--- src/rtl/instr_fetch_unit_if.sv ---
// Instruction memory request/response channel used by the fetch stage.
// master = fetch unit, slave = instruction memory.
interface instr_fetch_unit_if;
  logic        imem_req_valid;
  logic        imem_req_ready;
  logic [31:0] imem_req_addr;
  logic        imem_resp_valid;
  logic [31:0] imem_resp_data;

  modport master (
    output imem_req_valid,
    output imem_req_addr,
    input  imem_req_ready,
    input  imem_resp_valid,
    input  imem_resp_data
  );

  modport slave (
    input  imem_req_valid,
    input  imem_req_addr,
    output imem_req_ready,
    output imem_resp_valid,
    output imem_resp_data
  );
endinterface

--- src/rtl/instr_fetch_unit.sv ---
// Fetch stage: owns the fetch PC, one outstanding imem request,
// single-entry output buffer feeding the IF/ID register.
module instr_fetch_unit #(
  parameter logic [31:0] RESET_PC  = 32'h0000_0000,
  parameter logic [31:0] NOP_INSTR = 32'h0000_0013
) (
  input  logic                      clk,
  input  logic                      reset,
  input  logic                      stall,
  input  logic                      redirect_valid,
  input  logic [31:0]               redirect_pc,
  instr_fetch_unit_if.master        imem,
  output logic [31:0]               if_instr_out,
  output logic [31:0]               if_pc_out,
  output logic                      if_valid_out
);

  typedef enum logic [1:0] {
    IDLE,
    REQ,
    WAIT
  } state_t;

  state_t      state;
  state_t      state_n;
  logic [31:0] pc;
  logic [31:0] pc_n;
  logic        kill;
  logic        kill_n;
  logic        reqv_n;
  logic [31:0] addr_n;
  logic        valid_n;
  logic [31:0] instr_n;
  logic [31:0] pco_n;
  logic [31:0] rpc;
  logic [31:0] tgt;

  assign rpc = redirect_pc & ~32'h3;
  assign tgt = redirect_valid ? rpc : pc;

  always_ff @(posedge clk or negedge reset) begin
    if (!reset) begin
      state               <= IDLE;
      pc                  <= RESET_PC;
      kill                <= 1'b0;
      imem.imem_req_valid <= 1'b0;
      imem.imem_req_addr  <= RESET_PC;
      if_valid_out        <= 1'b0;
      if_instr_out        <= NOP_INSTR;
      if_pc_out           <= RESET_PC;
    end else begin
      state               <= state_n;
      pc                  <= pc_n;
      kill                <= kill_n;
      imem.imem_req_valid <= reqv_n;
      imem.imem_req_addr  <= addr_n;
      if_valid_out        <= valid_n;
      if_instr_out        <= instr_n;
      if_pc_out           <= pco_n;
    end
  end

  always_comb begin
    state_n = state;
    pc_n    = pc;
    kill_n  = kill;
    reqv_n  = imem.imem_req_valid;
    addr_n  = imem.imem_req_addr;
    valid_n = if_valid_out;
    instr_n = if_instr_out;
    pco_n   = if_pc_out;

    if (if_valid_out && !stall) begin
      valid_n = 1'b0;
      instr_n = NOP_INSTR;
    end

    unique case (state)
      IDLE: begin
        // Issue only if the buffer will be empty at the next edge.
        if (!(if_valid_out && stall)) begin
          state_n = REQ;
          reqv_n  = 1'b1;
          addr_n  = tgt;
          pc_n    = tgt + 32'd4;
          kill_n  = 1'b0;
        end else if (redirect_valid) begin
          pc_n = rpc;
        end
      end
      REQ: begin
        if (imem.imem_req_ready) begin
          state_n = WAIT;
          reqv_n  = 1'b0;
        end
        if (redirect_valid) begin
          pc_n   = rpc;
          kill_n = 1'b1;
        end
      end
      WAIT: begin
        if (imem.imem_resp_valid) begin
          state_n = IDLE;
          if (!kill && !redirect_valid) begin
            valid_n = 1'b1;
            instr_n = imem.imem_resp_data;
            pco_n   = imem.imem_req_addr;
          end
        end
        if (redirect_valid) begin
          pc_n   = rpc;
          kill_n = 1'b1;
        end
      end
      default: state_n = IDLE;
    endcase

    if (redirect_valid) begin
      valid_n = 1'b0;
      instr_n = NOP_INSTR;
    end
  end

endmodule

--- src/flat_wrapper.sv ---
// flat-port wrapper written by rule: the top's interface ports become plain ports
module instr_fetch_unit_flat 
#(
  parameter logic [31:0] RESET_PC  = 32'h0000_0000,
  parameter logic [31:0] NOP_INSTR = 32'h0000_0013
)
  (clk, reset, stall, redirect_valid, redirect_pc, if_instr_out, if_pc_out, if_valid_out, imem_imem_req_valid, imem_imem_req_addr, imem_imem_req_ready, imem_imem_resp_valid, imem_imem_resp_data);
  instr_fetch_unit_if imem_i ();
  input  logic clk;
  input  logic reset;
  input  logic stall;
  input  logic redirect_valid;
  input  logic [31:0] redirect_pc;
  output logic [31:0] if_instr_out;
  output logic [31:0] if_pc_out;
  output logic if_valid_out;
  output wire logic [$bits(imem_i.imem_req_valid)-1:0] imem_imem_req_valid;
  output wire logic [$bits(imem_i.imem_req_addr)-1:0] imem_imem_req_addr;
  input wire logic [$bits(imem_i.imem_req_ready)-1:0] imem_imem_req_ready;
  input wire logic [$bits(imem_i.imem_resp_valid)-1:0] imem_imem_resp_valid;
  input wire logic [$bits(imem_i.imem_resp_data)-1:0] imem_imem_resp_data;
  assign imem_imem_req_valid = imem_i.imem_req_valid;
  assign imem_imem_req_addr = imem_i.imem_req_addr;
  assign imem_i.imem_req_ready = imem_imem_req_ready;
  assign imem_i.imem_resp_valid = imem_imem_resp_valid;
  assign imem_i.imem_resp_data = imem_imem_resp_data;
  instr_fetch_unit #(.RESET_PC(RESET_PC), .NOP_INSTR(NOP_INSTR)) u_core (.clk(clk), .reset(reset), .stall(stall), .redirect_valid(redirect_valid), .redirect_pc(redirect_pc), .imem(imem_i), .if_instr_out(if_instr_out), .if_pc_out(if_pc_out), .if_valid_out(if_valid_out));
endmodule
--- config.mk ---
export PLATFORM = sky130hd
export DESIGN_NAME = instr_fetch_unit_flat
export DESIGN_NICKNAME = d
export VERILOG_FILES = /design/src/rtl/instr_fetch_unit_if.sv /design/src/rtl/instr_fetch_unit.sv /design/src/flat_wrapper.sv
export SDC_FILE = /design/constraint.sdc
export NUM_CORES = 1
export LEC_CHECK = 0
export ABC_CLOCK_PERIOD_IN_PS = 2050
export CORE_MARGIN = 4
export CORE_UTILIZATION = 45
export DETAILED_ROUTE_END_ITERATION = 10
export HOLD_SLACK_MARGIN = 0.12
export PLACE_DENSITY = 0.77
export REMOVE_ABC_BUFFERS = 1
export SLEW_MARGIN = 15
export SYNTH_ARGS = -nofsm -noshare
export SYNTH_HDL_FRONTEND = slang
export SYNTH_SLANG_ARGS = --single-unit
--- constraint.sdc ---
create_clock -name clk -period 2.05 [get_ports clk]
set_input_delay 0.3075 -clock clk [delete_from_list [all_inputs] [get_ports clk]]
set_output_delay 0.3075 -clock clk [all_outputs]
set_load 0.05 [all_outputs]
== Word-level counts from Yosys, hierarchy flattened ==
Cells that the tools add are included.

* Input bits: 70
* Flip-flop bits (word level): 133
* Word-level logic and storage cells: 54
* Output and inout port bits: 98

* Bitwise gates (word level): 1
* Add/sub/neg operators: 1
* Reductions and logical operators: 15
* Multiplexer cells: 23
* Equality and inequality tests: 6

{| class="wikitable"
|+ Operators by type and width
! operator !! number
|-
| 2-to-1 mux 32 bit || 7
|-
| case mux 32 bit (2 select lines) || 1
|-
| adder 32 x 3 -> 32 bit (second input constant) || 1
|-
| AND reduction 3 bit || 4
|-
| 2-to-1 mux 1 bit || 9
|-
| 2-to-1 mux 2 bit || 3
|-
| != test 2 bit (second input constant) || 3
|-
| case mux 2 bit (3 select lines) || 1
|-
| case mux 1 bit (2 select lines) || 2
|-
| nonzero test 2 bit || 2
|-
| logical AND 1 bit || 3
|-
| zero test 1 bit || 3
|-
| equality test 2 x 1 -> 1 bit (second input constant) || 1
|-
| equality test 2 bit (second input constant) || 1
|-
| zero test 2 bit || 1
|-
| != test 2 x 1 -> 1 bit (second input constant) || 1
|-
| AND reduction 2 bit || 1
|-
| OR reduction 2 bit || 1
|-
| NOT 1 bit || 1
|}

== Depth between registers and ports, before layout ==
* Depth in word-level cells: 7
* Depth in mapped cells: 13

== Worst setup path before layout ==
Ideal clock, no wire load.

* Path type: input port to flip-flop
* From: in redirect_valid
* To: reg u_core.pc[24]
* Stages: 13
* Slack: -0.693 ns
* Setup time: 0.126 ns
* Path buffers: 5
* Data arrival time: 2.617 ns
* Path through: buf_6 buf_4 buf_4 clkbuf_1 mux2_2 ha_1 inv_1 a211oi_2 nand4_4 buf_6 or3_4 a211oi_2 nor3_2

* Cells in the longest elaborated chain, start to end: 4

{| class="wikitable"
|+ RTL lines
! what !! RTL line !! source
|-
| start, declared || flat_wrapper.sv:12 || <nowiki>input logic redirect_valid;</nowiki>
|-
| 2-to-1 mux 32 bit || n/a ||
|-
| via u_core.tgt[3] || instr_fetch_unit.sv:36 || <nowiki>logic [31:0] tgt;</nowiki>
|-
| adder 32 x 3 -> 32 bit || instr_fetch_unit.sv:85 || <nowiki>pc_n = tgt + 32'd4;</nowiki>
|-
| 2-to-1 mux 32 bit || instr_fetch_unit.sv:81 || <nowiki>if (!(if_valid_out && stall)) begin</nowiki>
|-
| case mux 32 bit (2 select lines) || instr_fetch_unit.sv:78 || <nowiki>unique case (state)</nowiki>
|-
| end signal, assigned || instr_fetch_unit.sv:53 || <nowiki>pc <= pc_n;</nowiki>
|-
| end, declared || instr_fetch_unit.sv:26 || <nowiki>logic [31:0] pc;</nowiki>
|}

The timed path passes the listed nets, and every way through them passes these cells.
A chain may end at the register's enable or synchronous reset.

== Final worst setup path ==
* From: reg u_core.state[0]
* To: reg u_core.pc[24]

* Cells in the longest elaborated chain, start to end: 3
* Elaborated cells between the ends (all ways): 6
* Classes of those cells: eq/ne: 2; mux: 1; reduce/logical: 3

{| class="wikitable"
|+ RTL lines
! what !! RTL line !! source
|-
| start, declared || instr_fetch_unit.sv:24 || <nowiki>state_t state;</nowiki>
|-
| start signal, assigned || instr_fetch_unit.sv:52 || <nowiki>state <= state_n;</nowiki>
|-
| equality test 2 x 1 -> 1 bit or equality test 2 bit (tied branches) || instr_fetch_unit.sv:78 ||
|-
| OR reduction 2 bit (no source line) || n/a ||
|-
| case mux 32 bit (2 select lines) or nonzero test 2 bit (tied branches) || n/a ||
|}

Parallel ways exist; a longest one is shown, timed or not.

==> impl_metrics.py <==
metrics = {
    "drt": {
        "avgRoutedWirePerCell_microns": 16.1,
        "ant_nets": 0,
        "drc": 0,
        "first_pass_iters": 5,
        "vias": 6070,
        "vias_per_cell": 5.27,
        "totalWireLength_microns": 18600,
        "drtIter0Drc": 304,
    },
    "timing": {
        "maxSlewViolCount": 0,
        "rsz0062_at_grt": "yes",
        "fin_crit_sh": 1.07,
        "finalSetupTns_ps": -681,
        "relSlewSlack": 0.645,
        "holdWs_ps": 328,
        "hold_viol": 0,
        "setup_ws_ps": -139,
        "skew_ps": 7.81,
        "worst_pin_slew_ps": 531,
        "finalSetupViolCount": 13,
        "post-route-min-period_ps": 2190,
        "fmax_ghz": 0.457,
    },
    "worst_setup_path": {
        "worstPathCellList": "inv_2, ha_4, a21o_4, a211oi_2, buf_4, nand4_4, or3_4, nor4b_4, nor3_2",
        "critical_path_class": "reg -> reg",
        "crit_buf_inv": 2,
        "crit_arrival_ps": 2520,
        "worstSetupEndpointType": "register",
        "cp.required_ps": 2380,
        "crit_fanout": 6,
        "start_kind": "register",
        "cpPeakStageDelay_ps": 430,
        "worst_path_max_delay_cell": "or3_4",
        "cpLargestDelayFamily": "simple AND/OR/NAND/NOR gates",
    },
    "power": {
        "share_comb_of_total_power": 0.474,
        "powerDensity_nw_per_um2": 1350,
        "switchingPower_mw": 5.67,
        "totalPowerFinal_mw": 13.4,
        "internal_power_mw": 7.76,
        "ir_drop_mv": 0.713,
        "pwr-share-seq": 0.309,
        "clockPowerShare": 0.218,
        "sw_frac_of_total": 0.422,
        "p_leak_nw": 4.37,
    },
    "clock_network": {
        "h-tree-depth": 4,
        "clock-sinks": 133,
        "cts_buffer_depth": 2,
        "cts_buffers": 17,
        "clock_latency_ps": 420,
        "cts_tree": "done",
        "path_clk_slew_ps": 60,
        "cts_root_buf": "clkbuf_16",
    },
    "synth": {
        "yosys-top-cells-count": "199 x nand2_1, 130 x dfrtp_1, 48 x a21oi_1",
        "syn-cell-area_sq_um": 6660,
        "synth_cell_type_count": 66,
        "yosysTopAreaCellShare": 0.488,
        "synth_most_common_cell": "nand2_1",
        "synth_seq_cells": 133,
        "syn_area_per_cell_sq_um": 9.29,
        "ys_async_sr_fraction": 1.00,
        "yosysSeqAreaShare": 0.500,
        "synth_top_cells_by_area": "dfrtp_1 49%, nand2_1 11%, a21oi_1 3.6%",
        "netlist_instances": 717,
        "yosysWarningCount": 0,
        "synth_edf_count": 0,
        "ys.flop_type": "dfrtp_1",
        "yosysTopAreaCell": "dfrtp_1",
    },
    "grt": {
        "grt_overflow": 0,
        "grt_max_degree": 64,
        "grt_util_met2": 0.368,
        "top_usage_layer": "met2",
        "antenna_found_initial": 0,
        "grtUsageTotal": 0.222,
        "grt_pass1_vias": 5997,
        "grtUsageMet3": 0.0495,
        "use_met1": 0.294,
        "grt_pass1_wl_microns": 30000,
    },
    "floorplanning": {
        "die_y_microns": 130,
        "row_count": 44,
        "core_area_sq_um": 14500,
        "start_util": 0.458,
        "num_io_pins": 168,
        "die_area_sq_um": 16800,
        "die_x_microns": 130,
    },
    "finish": {
        "syn2layout_area_growth_pct": 49.0,
        "antenna-diode-count": 0,
        "fill_cells": 1118,
        "drive_gt1_frac": 0.184,
        "layout.nets": 1030,
        "instances_no_fill": 1152,
    },
    "run_status": {
        "violations": "setup timing",
        "status": "finished with violations",
    },
    "placement": {
        "numPortBuffers": 165,
        "gp_congestion": 0.848,
        "dp_hpwl_microns": 12600,
        "dp_cells": 1109,
        "post-place-ws_ps": -455,
    },
    "worst_hold_path": {
        "hp-class": "in -> reg",
    },
    "run": {
        "max-cap-violations": 0,
    },
}
## area by class of cell
type / count / area [sq um] / share of cell area
Clock buffer: 27 / 483 / 0.0487
Clock inverter: 5 / 75.1 / 0.00757
Inverter: 10 / 37.5 / 0.00378
Multi-Input combinational cell: 525 / 3220 / 0.324
Sequential cell: 133 / 3330 / 0.336
Tap cell: 184 / 230 / 0.0232
Timing Repair Buffer: 268 / 2550 / 0.257
## path summary, 6_finish.rpt
| kind | to | cells after the start | from | slack (ps) |
|---|---|---|---|---|
| setup / recovery | u_core.pc[24]$_DFFE_PN0P_ | 9 | u_core.state[0]$_DFFE_PN0P_ | -140 |
| min in group asynchronous | u_core.if_instr_out[20]$_DFF_PN0_ | 2 | reset | 430 |
| max in group asynchronous | u_core.if_instr_out[12]$_DFF_PN0_ | 3 | reset | 1010 |
| hold / removal | u_core.if_valid_out$_DFF_PN0_ | 3 | redirect_valid | 330 |
| setup reg to reg | u_core.pc[24]$_DFFE_PN0P_ | 9 | u_core.state[0]$_DFFE_PN0P_ | -140 |
| hold reg to reg | u_core.if_instr_out[4]$_DFF_PN1_ | 2 | u_core.if_instr_out[4]$_DFF_PN1_ | 460 |
## flip-flops by register name, indices dropped and copies added (netlist names)
signal	cells
u_core.if_instr_out	32
u_core.if_pc_out	32
u_core.if_valid_out	1
u_core.imem.imem_req_addr	32
u_core.imem.imem_req_valid	1
u_core.kill	1
u_core.pc	32
u_core.state	2
## cell usage in the layout, fill, tap and decap left out, types with 4 or more instances in the layout
| cell | count |
|---|---|
| buf_12 | 8 |
| nor2_1 | 17 |
| clkbuf_1 | 8 |
| dfrtp_1 | 130 |
| o21ai_1 | 6 |
| clkdlybuf4s50_1 | 159 |
| a31oi_1 | 4 |
| inv_1 | 7 |
| o21ai_0 | 43 |
| nand3b_1 | 6 |
| dlygate4sd2_1 | 4 |
| o211ai_1 | 6 |
| nand3_1 | 38 |
| xor2_1 | 14 |
| and2_1 | 4 |
| o22a_1 | 6 |
| nand4_1 | 7 |
| nor4_4 | 4 |
| buf_6 | 8 |
| xnor2_1 | 10 |
| a22o_1 | 6 |
| buf_4 | 88 |
| mux2i_1 | 22 |
| nor2b_1 | 10 |
| clkbuf_16 | 17 |
| nand2_1 | 197 |
| nor3_1 | 6 |
| a21oi_1 | 48 |
| nand2b_1 | 4 |
## routing by layer
layer / share of wire / routed length [microns]
met1: 0.44 / 8260
met2: 0.48 / 8900
met3: 0.063 / 1170
met4: 0.014 / 252
met5: 0 / 0
## worst reg2reg max path, delay by kind of cell (launching register included)
kind / cells / cell delay [ps]
flip-flops: 1 / 380
adder cells (fa/ha/maj): 1 / 210
AO/OA/AOI/OAI: 2 / 350
AND/OR/NAND/NOR: 4 / 930
buffers and inverters: 2 / 250
## kinds of logic (layout without fill, tap and decap cells)
| group | count (synthesis) | in the layout | synth area share |
|---|---|---|---|
| buffers and inverters | 59 | 310 | 0.0404 |
| and+or+nand+nor | 328 | 328 | 0.241 |
| adders and majority gates | 5 | 5 | 0.00939 |
| AOI/OAI and AO/OA | 144 | 144 | 0.140 |
| muxes | 24 | 24 | 0.0368 |
| DFF | 133 | 133 | 0.500 |
| xor gates and xnor gates | 24 | 24 | 0.0316 |
## power by group through the flow
stage | Combinational [mW] | Sequential, mW | Clock (mW)
final | 6.36 | 4.14 | 2.92
after global routing | 6.83 | 4.27 | 3.11
after CTS | 6.31 | 4.14 | 2.99
after detailed placement | 6.13 | 4.16 | 0
after global placement | 6.05 | 4.14 | 0
after floorplan | 1.74 | 6.03 | 0
## what timing repair did
item / CTS / global route
hold buffers: 1 / 0
buffers inserted: 4 / 7
gates resized for setup: 26 / 17
pin swaps: 10 / 15
hold endpoints to repair: 47 / 0
endpoints found under the setup margin: 23 / 23
## stage by stage
step	instance area, sq um	utilization
after global routing	9920	0.683
after global placement	9110	0.627
final	9920	0.683
after floorplan	6430	-
after CTS	9800	0.674
after detailed placement	9110	0.627
No activity file was read; power rests on OpenSTA's default activity.
